### src/rtl/mem_arbiter_if.sv
// Bundle of the fetch port, data port and shared-memory port of mem_arbiter.
// The slave modport is the arbiter's view; master is the CPU/memory side.
interface mem_arbiter_if #(
  parameter int ADDR_W = 32,
  parameter int DATA_W = 32
);
  logic              i_req;
  logic [ADDR_W-1:0] i_addr;
  logic [DATA_W-1:0] i_rdata;
  logic              i_valid;

  logic              d_req;
  logic              d_we;
  logic [ADDR_W-1:0] d_addr;
  logic [DATA_W-1:0] d_wdata;
  logic [DATA_W-1:0] d_rdata;
  logic              d_valid;

  logic              mem_req;
  logic              mem_we;
  logic [ADDR_W-1:0] mem_addr;
  logic [DATA_W-1:0] mem_wdata;
  logic [DATA_W-1:0] mem_rdata;
  logic              mem_ready;

  logic              stall_f;
  logic              stall_m;
  logic              err;

  modport slave (
    input  i_req, i_addr, d_req, d_we, d_addr, d_wdata, mem_rdata, mem_ready,
    output i_rdata, i_valid, d_rdata, d_valid,
    output mem_req, mem_we, mem_addr, mem_wdata, stall_f, stall_m, err
  );

  modport master (
    output i_req, i_addr, d_req, d_we, d_addr, d_wdata, mem_rdata, mem_ready,
    input  i_rdata, i_valid, d_rdata, d_valid,
    input  mem_req, mem_we, mem_addr, mem_wdata, stall_f, stall_m, err
  );
endinterface

### src/rtl/mem_arbiter.sv
// Two-port (fetch/data) arbiter onto a single shared memory port.
// Data wins by default; a saturating streak counter hands the memory to a
// waiting fetch after MAX_STREAK consecutive data grants. A per-access
// timeout aborts a stuck access, pulses the valid with zero data and sets a
// sticky err flag. Arbitration samples the request inputs in the completion
// cycle of an access, so a requester presents its next request (or drops
// its request) in the cycle its valid pulses.
module mem_arbiter #(
  parameter int ADDR_W     = 32,
  parameter int DATA_W     = 32,
  parameter int MAX_STREAK = 4,
  parameter int TIMEOUT    = 15
) (
  input  logic clk,
  input  logic reset,
  mem_arbiter_if.slave bus
);
  localparam int SW = $clog2(MAX_STREAK + 1);
  localparam int TW = $clog2(TIMEOUT + 1);
  localparam logic [SW-1:0] STREAK_MAX = SW'(MAX_STREAK);
  localparam logic [TW-1:0] TMO_LAST   = TW'(TIMEOUT - 1);

  typedef enum logic [1:0] {IDLE, BUSY_I, BUSY_D} state_t;

  state_t            state_q, state_d;
  logic [SW-1:0]     streak_q, streak_d;
  logic [TW-1:0]     tmo_q, tmo_d;
  logic              mem_we_q, mem_we_d;
  logic [ADDR_W-1:0] mem_addr_q, mem_addr_d;
  logic [DATA_W-1:0] mem_wdata_q, mem_wdata_d;
  logic              err_q, err_d;

  logic busy, tmo_hit, done;

  function automatic logic [SW-1:0] streak_inc(input logic [SW-1:0] s);
    return (s == STREAK_MAX) ? s : s + 1'b1;
  endfunction

  assign busy    = (state_q != IDLE);
  // The access that would make the wait count reach TIMEOUT is aborted.
  assign tmo_hit = busy && !bus.mem_ready && (tmo_q == TMO_LAST);
  assign done    = busy && (bus.mem_ready || tmo_hit);

  assign bus.mem_req   = busy;
  assign bus.mem_we    = mem_we_q;
  assign bus.mem_addr  = mem_addr_q;
  assign bus.mem_wdata = mem_wdata_q;
  assign bus.err       = err_q;

  assign bus.i_valid = (state_q == BUSY_I) && done;
  assign bus.d_valid = (state_q == BUSY_D) && done;
  // Read data only passes through on a real completion; aborts return zero.
  assign bus.i_rdata = ((state_q == BUSY_I) && bus.mem_ready) ? bus.mem_rdata : '0;
  assign bus.d_rdata = ((state_q == BUSY_D) && bus.mem_ready) ? bus.mem_rdata : '0;

  assign bus.stall_f = bus.i_req & ~bus.i_valid;
  assign bus.stall_m = bus.d_req & ~bus.d_valid;

  // Next-state: timeout tracking, then arbitration in IDLE or on completion.
  always_comb begin
    state_d     = state_q;
    streak_d    = streak_q;
    tmo_d       = tmo_q;
    mem_we_d    = mem_we_q;
    mem_addr_d  = mem_addr_q;
    mem_wdata_d = mem_wdata_q;
    err_d       = err_q;

    if (done) begin
      tmo_d = '0;
    end else if (busy && !bus.mem_ready) begin
      tmo_d = tmo_q + 1'b1;
    end

    if (tmo_hit) begin
      err_d = 1'b1;
    end

    if (!busy || done) begin
      if (bus.d_req && !(bus.i_req && (streak_q == STREAK_MAX))) begin
        state_d     = BUSY_D;
        mem_we_d    = bus.d_we;
        mem_addr_d  = bus.d_addr;
        mem_wdata_d = bus.d_wdata;
        tmo_d       = '0;
        streak_d    = bus.i_req ? streak_inc(streak_q) : '0;
      end else if (bus.i_req) begin
        state_d     = BUSY_I;
        mem_we_d    = 1'b0;
        mem_addr_d  = bus.i_addr;
        mem_wdata_d = '0;
        tmo_d       = '0;
        streak_d    = '0;
      end else begin
        state_d     = IDLE;
      end
    end
  end

  // State and memory-port registers; reset abandons any in-flight access.
  always_ff @(posedge clk or negedge reset) begin
    if (!reset) begin
      state_q     <= IDLE;
      streak_q    <= '0;
      tmo_q       <= '0;
      mem_we_q    <= 1'b0;
      mem_addr_q  <= '0;
      mem_wdata_q <= '0;
      err_q       <= 1'b0;
    end else begin
      state_q     <= state_d;
      streak_q    <= streak_d;
      tmo_q       <= tmo_d;
      mem_we_q    <= mem_we_d;
      mem_addr_q  <= mem_addr_d;
      mem_wdata_q <= mem_wdata_d;
      err_q       <= err_d;
    end
  end
endmodule

### src/flat_wrapper.sv
// flat-port wrapper written by rule: the top's interface ports become plain ports
module mem_arbiter_flat 
#(
  parameter int ADDR_W     = 32,
  parameter int DATA_W     = 32,
  parameter int MAX_STREAK = 4,
  parameter int TIMEOUT    = 15
)
  (clk, reset, bus_i_req, bus_i_addr, bus_d_req, bus_d_we, bus_d_addr, bus_d_wdata, bus_mem_rdata, bus_mem_ready, bus_i_rdata, bus_i_valid, bus_d_rdata, bus_d_valid, bus_mem_req, bus_mem_we, bus_mem_addr, bus_mem_wdata, bus_stall_f, bus_stall_m, bus_err);
  mem_arbiter_if #(.ADDR_W(ADDR_W), .DATA_W(DATA_W)) bus_i ();
  input  logic clk;
  input  logic reset;
  input wire logic [$bits(bus_i.i_req)-1:0] bus_i_req;
  input wire logic [$bits(bus_i.i_addr)-1:0] bus_i_addr;
  input wire logic [$bits(bus_i.d_req)-1:0] bus_d_req;
  input wire logic [$bits(bus_i.d_we)-1:0] bus_d_we;
  input wire logic [$bits(bus_i.d_addr)-1:0] bus_d_addr;
  input wire logic [$bits(bus_i.d_wdata)-1:0] bus_d_wdata;
  input wire logic [$bits(bus_i.mem_rdata)-1:0] bus_mem_rdata;
  input wire logic [$bits(bus_i.mem_ready)-1:0] bus_mem_ready;
  output wire logic [$bits(bus_i.i_rdata)-1:0] bus_i_rdata;
  output wire logic [$bits(bus_i.i_valid)-1:0] bus_i_valid;
  output wire logic [$bits(bus_i.d_rdata)-1:0] bus_d_rdata;
  output wire logic [$bits(bus_i.d_valid)-1:0] bus_d_valid;
  output wire logic [$bits(bus_i.mem_req)-1:0] bus_mem_req;
  output wire logic [$bits(bus_i.mem_we)-1:0] bus_mem_we;
  output wire logic [$bits(bus_i.mem_addr)-1:0] bus_mem_addr;
  output wire logic [$bits(bus_i.mem_wdata)-1:0] bus_mem_wdata;
  output wire logic [$bits(bus_i.stall_f)-1:0] bus_stall_f;
  output wire logic [$bits(bus_i.stall_m)-1:0] bus_stall_m;
  output wire logic [$bits(bus_i.err)-1:0] bus_err;
  assign bus_i.i_req = bus_i_req;
  assign bus_i.i_addr = bus_i_addr;
  assign bus_i.d_req = bus_d_req;
  assign bus_i.d_we = bus_d_we;
  assign bus_i.d_addr = bus_d_addr;
  assign bus_i.d_wdata = bus_d_wdata;
  assign bus_i.mem_rdata = bus_mem_rdata;
  assign bus_i.mem_ready = bus_mem_ready;
  assign bus_i_rdata = bus_i.i_rdata;
  assign bus_i_valid = bus_i.i_valid;
  assign bus_d_rdata = bus_i.d_rdata;
  assign bus_d_valid = bus_i.d_valid;
  assign bus_mem_req = bus_i.mem_req;
  assign bus_mem_we = bus_i.mem_we;
  assign bus_mem_addr = bus_i.mem_addr;
  assign bus_mem_wdata = bus_i.mem_wdata;
  assign bus_stall_f = bus_i.stall_f;
  assign bus_stall_m = bus_i.stall_m;
  assign bus_err = bus_i.err;
  mem_arbiter #(.ADDR_W(ADDR_W), .DATA_W(DATA_W), .MAX_STREAK(MAX_STREAK), .TIMEOUT(TIMEOUT)) u_core (.clk(clk), .reset(reset), .bus(bus_i));
endmodule
### config.mk
export PLATFORM = sky130hd
export DESIGN_NAME = mem_arbiter_flat
export DESIGN_NICKNAME = d
export VERILOG_FILES = /design/src/rtl/mem_arbiter_if.sv /design/src/rtl/mem_arbiter.sv /design/src/flat_wrapper.sv
export SDC_FILE = /design/constraint.sdc
export NUM_CORES = 1
export LEC_CHECK = 0
export ABC_AREA = 1
export CAP_MARGIN = 20
export CORE_UTILIZATION = 36
export DETAILED_ROUTE_END_ITERATION = 10
export PLACE_DENSITY = 0.85
export SYNTH_ARGS = -nofsm -noshare
export SYNTH_HDL_FRONTEND = slang
export SYNTH_SLANG_ARGS = --single-unit
### constraint.sdc
create_clock -name clk -period 1.8 [get_ports clk]
set_input_delay 0.18 -clock clk [delete_from_list [all_inputs] [get_ports clk]]
set_output_delay 0.18 -clock clk [all_outputs]
set_load 0.02 [all_outputs]
==> summary.txt, run 1 <==
Clock network
  – Clock transition at path regs: 0.08 ns
  – H-Tree Depth: 3
  – Clock Path Buffers: 2
  – CTS root buf: clkbuf_8
  – Worst-Skew Late Latency: 0.35 ns
  – CTS tree: done
  – Clock Sinks: 75
  – Num CTS Buffers: 9

Synthesis
  – Seq/Total Area, Yosys: 46.89%
  – Netlist cell types: 22
  – Yosys top cell by area: dfrtp_1
  – Average size of a mapped cell: 6.998 sq um
  – Area contributors post-synth: dfrtp_1, nand2_1, nand3_1
  – Mapped cell area: 4003 sq um
  – Number of flops mapped to enable cells by yosys: 0
  – Synth top area share: 46.89%
  – Yosys warns: 0
  – Cells after Synth: 572
  – Synth async-reset ratio: 100.0%
  – Post-synth top flop: dfrtp_1
  – Synth Register Bits: 75
  – Syn Nets: 710

Power
  – P per Cell Area: 791.5 nW/um^2
  – Switching power: 0.001811 W
  – VDD IR max: 0.4419 mV
  – Combinational share of power: 35.8%
  – Sequential share of power: 37.5%
  – P_int: 0.003655 W
  – Sw Ratio: 33.13%
  – Share of power burned in the clock network: 26.7%
  – Leakage power: 3.667 nW

Timing
  – Setup TNS Final: 0 ns
  – Max-slew violations: 0
  – Final Hold Fails: 0
  – Fmax: 0.5727 GHz
  – RSZ-0062 raised after global routing: yes
  – Setup Viol. Count Final: 0
  – Slew HR: 70.43%
  – Worst slew pin tran: 0.4436 ns
  – Min cycle time layout: 1.746 ns
  – Period utilization: 97.01%
  – Clock Skews: 0.01183 ns

Drt
  – Routed length per instance: 13.64 microns
  – 1st-iter DRT viols: 191
  – First-pass DRT Iterations: 4
  – Post-route ant nets: 0
  – DR vias: 4476
  – Routed wire length: 13.50 mm
  – Drt drc: 0
  – Routed vias/inst: 4.521

Cells and area
  – Commonest non-fill, non-tap cell in the layout: nand2_1
  – Diodes inserted: 0
  – Final #Nets: 983
  – Post-Layout Cell Count: 990
  – Area growth syn-to-layout: 72.55%
  – Layout cell share with drive strength beyond 1: 15.53%
  – Most frequent cells in the layout: nand2_1, clkdlybuf4s50_1, dfrtp_1
  – Layout Utilization: 63.71%

Global routing
  – Gr ovfl total: 0
  – Largest net degree at the start of global routing: 45
  – Global-route wire length before repair: 20.86 mm
  – GR Util All Layers: 23.44%
  – Vias in the first global route: 4233
  – Initial antenna violation count: 0

Floorplan
  – Die Area: 11540 sq um
  – Die width: 107.4 microns
  – # IOs: 269
  – Core Area: 10840 sq um
  – Initial Utilization: 36.92%
  – Die Y: 107.4 microns
  – Site Rows: 38

Critical path
  – CP Class: flop to primary output
  – R2R depth: 9
  – Crit path from: u_core.tmo_q[0]$_DFF_PN0_
  – CP Launch Type: flop
  – Worst r2r src: u_core.tmo_q[1]$_DFF_PN0_
  – Arr. time, crit path: 1.57 ns
  – Register-to-register setup slack: 0.08 ns
  – CP max FO: 3
  – Critical Path RT: 1.62 ns
  – Crit. End Element: primary output

Run status
  – Status: finished clean

Place
  – PortBufs: 268
  – Post-DP HPWL: 10.05 mm
  – Inst Count DP: 972
  – Gpl congestion: 0.7794

Hold path
  – Worst hold path type: input pin to async pin

Flow run
  – Max Cap Violations: 0
flip-flops by register name, summed over array words and instances (netlist names):
register and cells:
u_core.bus.mem_addr 32, u_core.bus.mem_wdata 32, u_core.tmo_q 4, u_core.streak_q 3, u_core.state_q 2, u_core.bus.err 1
u_core.bus.mem_we 1
cells in the mapped netlist, types with 3 or more instances:
cell type / n
nand2_1: 245
nor2_1: 76
dfrtp_1: 75
nand3_1: 65
inv_1: 47
buf_4: 10
clkbuf_1: 9
o21ai_1: 8
buf_2: 7
buf_6: 4
ha_1: 4
inv_2: 4
o21ai_0: 4
nand2_2: 3
timing repair:
action / in CTS / in global routing
hold endpoints to repair: 31 / 0
endpoints found under the setup margin: 69 / 99
pin swaps: 2 / 4
setup buffers: 0 / 1
gates cloned: 0 / 0
hold buffers: 1 / 0
resized for setup: 219 / 92
cells by family after synthesis:
group	after synthesis	share of synthesized area, %
simple gates	396	40.36
buf+inv	83	9.690
flops	75	46.89
compound gates	14	1.813
fa+ha+maj	4	1.250
power by group through the flow:
stage	registers (W)	clock network (W)	logic (W)
floorplan	0.00234	0	0.000637
global placement	0.00207	0	0.00198
detailed placement	0.00208	0	0.00200
CTS	0.00205	0.00149	0.00199
global route	0.00208	0.00157	0.00211
finish	0.00205	0.00146	0.00196
layout make-up:
cell class              instances  area, sq um
multi-input cells             414         1777
repair buffers                294         2655
fillers                      1017         3934
clock buffers                  10        137.6
clock inverters                 6        88.84
flip-flops and latches         75         1877
well taps                     140        175.2
inverters                      51        196.4
critical path, cell delays in order (launching register included):
cell	delay [ns]
dfrtp_1	0.40
inv_2	0.09
ha_4	0.14
nand3_4	0.07
o21ai_2	0.15
nand2_2	0.11
inv_2	0.08
nor2_1	0.04
buf_4	0.14
path summary, 6_finish.rpt:
check / end
min in group clk: u_core.bus.mem_wdata[24]$_DFFE_PN0P_
min: u_core.bus.err$_DFFE_PN0P_
max: bus_stall_m
min reg2reg: u_core.bus.mem_wdata[3]$_DFFE_PN0P_
max in group asynchronous: u_core.bus.mem_addr[13]$_DFFE_PN0P_
max reg2reg: u_core.streak_q[0]$_DFFE_PN0P_
metal layers:
metal	GRT usage, %	wire, microns
met4	6.751	212
met1	28.20	5775
met2	40.69	6600
met3	6.598	912
met5	0	0
through the flow:
| step | total power (W) | hold slack (ns) | setup WS (ns) | instance area [sq um] |
|---|---|---|---|---|
| 3_5_place_dp | 0.004078 | 0.1510 | -0.1668 | 6904 |
| 4_1_cts | 0.005532 | 0.3108 | 0.0003545 | 7209 |
| 5_1_grt | 0.005763 | 0.3310 | -0.03443 | 6907 |
| 6_report | 0.005467 | 0.3105 | 0.05383 | 6907 |
| 3_3_place_gp | 0.004046 | 0.1504 | -0.1366 | 6904 |
| 2_1_floorplan | 0.002980 | -0.1156 | 0.3244 | 4003 |
Power figures use the tool's default switching activity.
==> run 2: changes to the inputs <==
--- a/config.mk
+++ b/config.mk
@@ -8,8 +8,11 @@
 export ABC_AREA = 1
 export CAP_MARGIN = 20
 export CORE_UTILIZATION = 36
+export CTS_CLUSTER_DIAMETER = 150
+export CTS_CLUSTER_SIZE = 24
 export DETAILED_ROUTE_END_ITERATION = 10
 export PLACE_DENSITY = 0.85
+export SKIP_LAST_GASP = 1
 export SYNTH_ARGS = -nofsm -noshare
 export SYNTH_HDL_FRONTEND = slang
 export SYNTH_SLANG_ARGS = --single-unit
==> summary.txt, run 2 (same netlist as run 1, synthesis figures left out) <==
Run status
  – Status: finished clean (unchanged)

Critical path
  – Worst r2r src: u_core.tmo_q[1]$_DFF_PN0_ (unchanged)
  – R2R depth: 9 (unchanged)
  – CP Class: flop to primary output (unchanged)
  – CP max FO: 3 (unchanged)
  – Critical Path RT: 1.62 ns (about the same)
  – Register-to-register setup slack: 0.10 ns (was 0.08 ns)
  – Arr. time, crit path: 1.57 ns (about the same)
  – Crit. End Element: primary output (unchanged)
  – Crit path from: u_core.tmo_q[0]$_DFF_PN0_ (unchanged)
  – CP Launch Type: flop (unchanged)

Timing
  – Worst slew pin tran: 0.4443 ns (was 0.4436 ns)
  – Period utilization: 97.03% (was 97.01%)
  – Min cycle time layout: 1.747 ns (was 1.746 ns)
  – Setup Viol. Count Final: 0 (unchanged)
  – Fmax: 0.5726 GHz (was 0.5727 GHz)
  – Final Hold Fails: 0 (unchanged)
  – RSZ-0062 raised after global routing: yes (unchanged)
  – Max-slew violations: 0 (unchanged)
  – Clock Skews: 0.01148 ns (was 0.01183 ns)
  – Slew HR: 70.38% (was 70.43%)

Cells and area
  – Area growth syn-to-layout: 72.90% (was 72.55%)
  – Layout cell share with drive strength beyond 1: 15.41% (was 15.53%)
  – Commonest non-fill, non-tap cell in the layout: nand2_1 (unchanged)
  – Final #Nets: 983 (unchanged)
  – Fin area: 6920 sq um (was 6907 sq um)
  – Fillers: 1014 (was 1017)
  – Layout Utilization: 63.84% (was 63.71%)
  – Diodes inserted: 0 (unchanged)
  – Most frequent cells in the layout: nand2_1, clkdlybuf4s50_1, dfrtp_1 (unchanged)

Drt
  – Drt drc: 0 (unchanged)
  – 1st-iter DRT viols: 192 (was 191)
  – Routed wire length: 13.49 mm (was 13.50 mm)
  – Routed length per instance: 13.63 microns (was 13.64 microns)
  – DR vias: 4465 (was 4476)
  – Post-route ant nets: 0 (unchanged)
  – First-pass DRT Iterations: 4 (unchanged)
  – Routed vias/inst: 4.510 (was 4.521)

Clock network
  – Clock transition at path regs: 0.08 ns (about the same)
  – Clock Path Buffers: 2 (unchanged)
  – CTS root buf: clkbuf_8 (unchanged)
  – Num CTS Buffers: 9 (unchanged)
  – Worst-Skew Late Latency: 0.35 ns (about the same)
  – H-Tree Depth: 3 (unchanged)
  – CTS tree: done (unchanged)
  – Clock Sinks: 75 (unchanged)

Place
  – Post-DP HPWL: 10.05 mm (unchanged)
  – Gpl congestion: 0.7794 (unchanged)
  – Cell Area, Placed: 6904 sq um (unchanged)
  – PortBufs: 268 (unchanged)

Power
  – P_int: 0.003654 W (was 0.003655 W)
  – Sw Ratio: 33.09% (was 33.13%)
  – Share of power burned in the clock network: 26.7% (about the same)
  – VDD IR max: 0.4421 mV (was 0.4419 mV)
  – Pwr Total: 0.005461 W (was 0.005467 W)
  – Sequential share of power: 37.5% (about the same)
  – Leakage power: 3.658 nW (was 3.667 nW)
  – Combinational share of power: 35.8% (about the same)
  – Switching power: 0.001807 W (was 0.001811 W)
  – P per Cell Area: 789.1 nW/um^2 (was 791.5 nW/um^2)

Floorplan
  – Die width: 107.4 microns (unchanged)
  – Site Rows: 38 (unchanged)
  – Core Area: 10840 sq um (unchanged)
  – Initial Utilization: 36.92% (unchanged)
  – # IOs: 269 (unchanged)
  – Die Y: 107.4 microns (unchanged)
  – Die Area: 11540 sq um (unchanged)

Global routing
  – Vias in the first global route: 4233 (unchanged)
  – Gr ovfl total: 0 (unchanged)
  – Largest net degree at the start of global routing: 45 (unchanged)
  – Global-route wire length before repair: 20.86 mm (unchanged)
  – GR Util All Layers: 23.44% (unchanged)
  – Initial antenna violation count: 0 (unchanged)

Flow run
  – Max Cap Violations: 0 (unchanged)

Hold path
  – Worst hold path type: input pin to async pin (unchanged)
==> run 2: worst max-delay path: stages, from the launching register on <==
cell     delay (ns)
dfrtp_1        0.40
inv_2          0.09
ha_4           0.14
nand3_4        0.07
o21ai_2        0.15
nand2_2        0.11
inv_2          0.08
nor2_1         0.04
buf_4          0.15
==> run 2: stage by stage <==
| step | setup TNS [ns] | hold WS, ns | cells | setup slack [ns] |
|---|---|---|---|---|
| after floorplan | 0 | -0.1156 | 572 | 0.3244 |
| after detailed placement | -6.359 | 0.1510 | 972 | -0.1668 |
| after global placement | -4.226 | 0.1504 | 972 | -0.1366 |
| after global routing | -0.3386 | 0.3310 | 990 | -0.05070 |
| final | 0 | 0.3099 | 990 | 0.05346 |
| after CTS | -0.05486 | 0.3108 | 989 | -0.05486 |
==> run 2: path summary, 6_finish.rpt <==
check                                                  endpoint
min in group clk           u_core.bus.mem_wdata[24]$_DFFE_PN0P_
setup reg to reg                 u_core.streak_q[0]$_DFFE_PN0P_
max in group asynchronous   u_core.bus.mem_addr[13]$_DFFE_PN0P_
hold / removal                       u_core.bus.err$_DFFE_PN0P_
hold reg to reg             u_core.bus.mem_wdata[3]$_DFFE_PN0P_
setup / recovery                                    bus_stall_m
==> run 2: layout make-up <==
class	count	area, sq um	share of cell area [%]
Multi-Input combinational cell	414	1774	25.64
Timing Repair Buffer	294	2674	38.64
Clock buffer	10	137.6	1.989
Sequential cell	75	1877	27.12
Inverter	51	193.9	2.802
Clock inverter	6	88.84	1.284
Tap cell	140	175.2	2.531
==> run 2: metal layers <==
layer	up-vias	track usage (%)	wire (microns)
li1	2289	-	-
met1	2006	28.20	5772
met2	151	40.69	6604
met3	19	6.598	887
met4	0	6.751	226
met5	-	0	0
==> run 2: power groups by stage <==
stage	Combinational, W	Clock, W	Sequential (W)
after floorplan	0.000637	0	0.00234
after global placement	0.00198	0	0.00207
after detailed placement	0.00200	0	0.00208
after CTS	0.00199	0.00149	0.00205
after global routing	0.00211	0.00157	0.00208
final	0.00195	0.00146	0.00205
==> run 2: what timing repair did <==
action	4_1_cts	5_1_grt
setup buffers	0	1
pin swaps	2	3
hold buffers	1	0
gates resized for setup	218	81
hold endpoints to repair	31	0
endpoints found under the setup margin	69	99
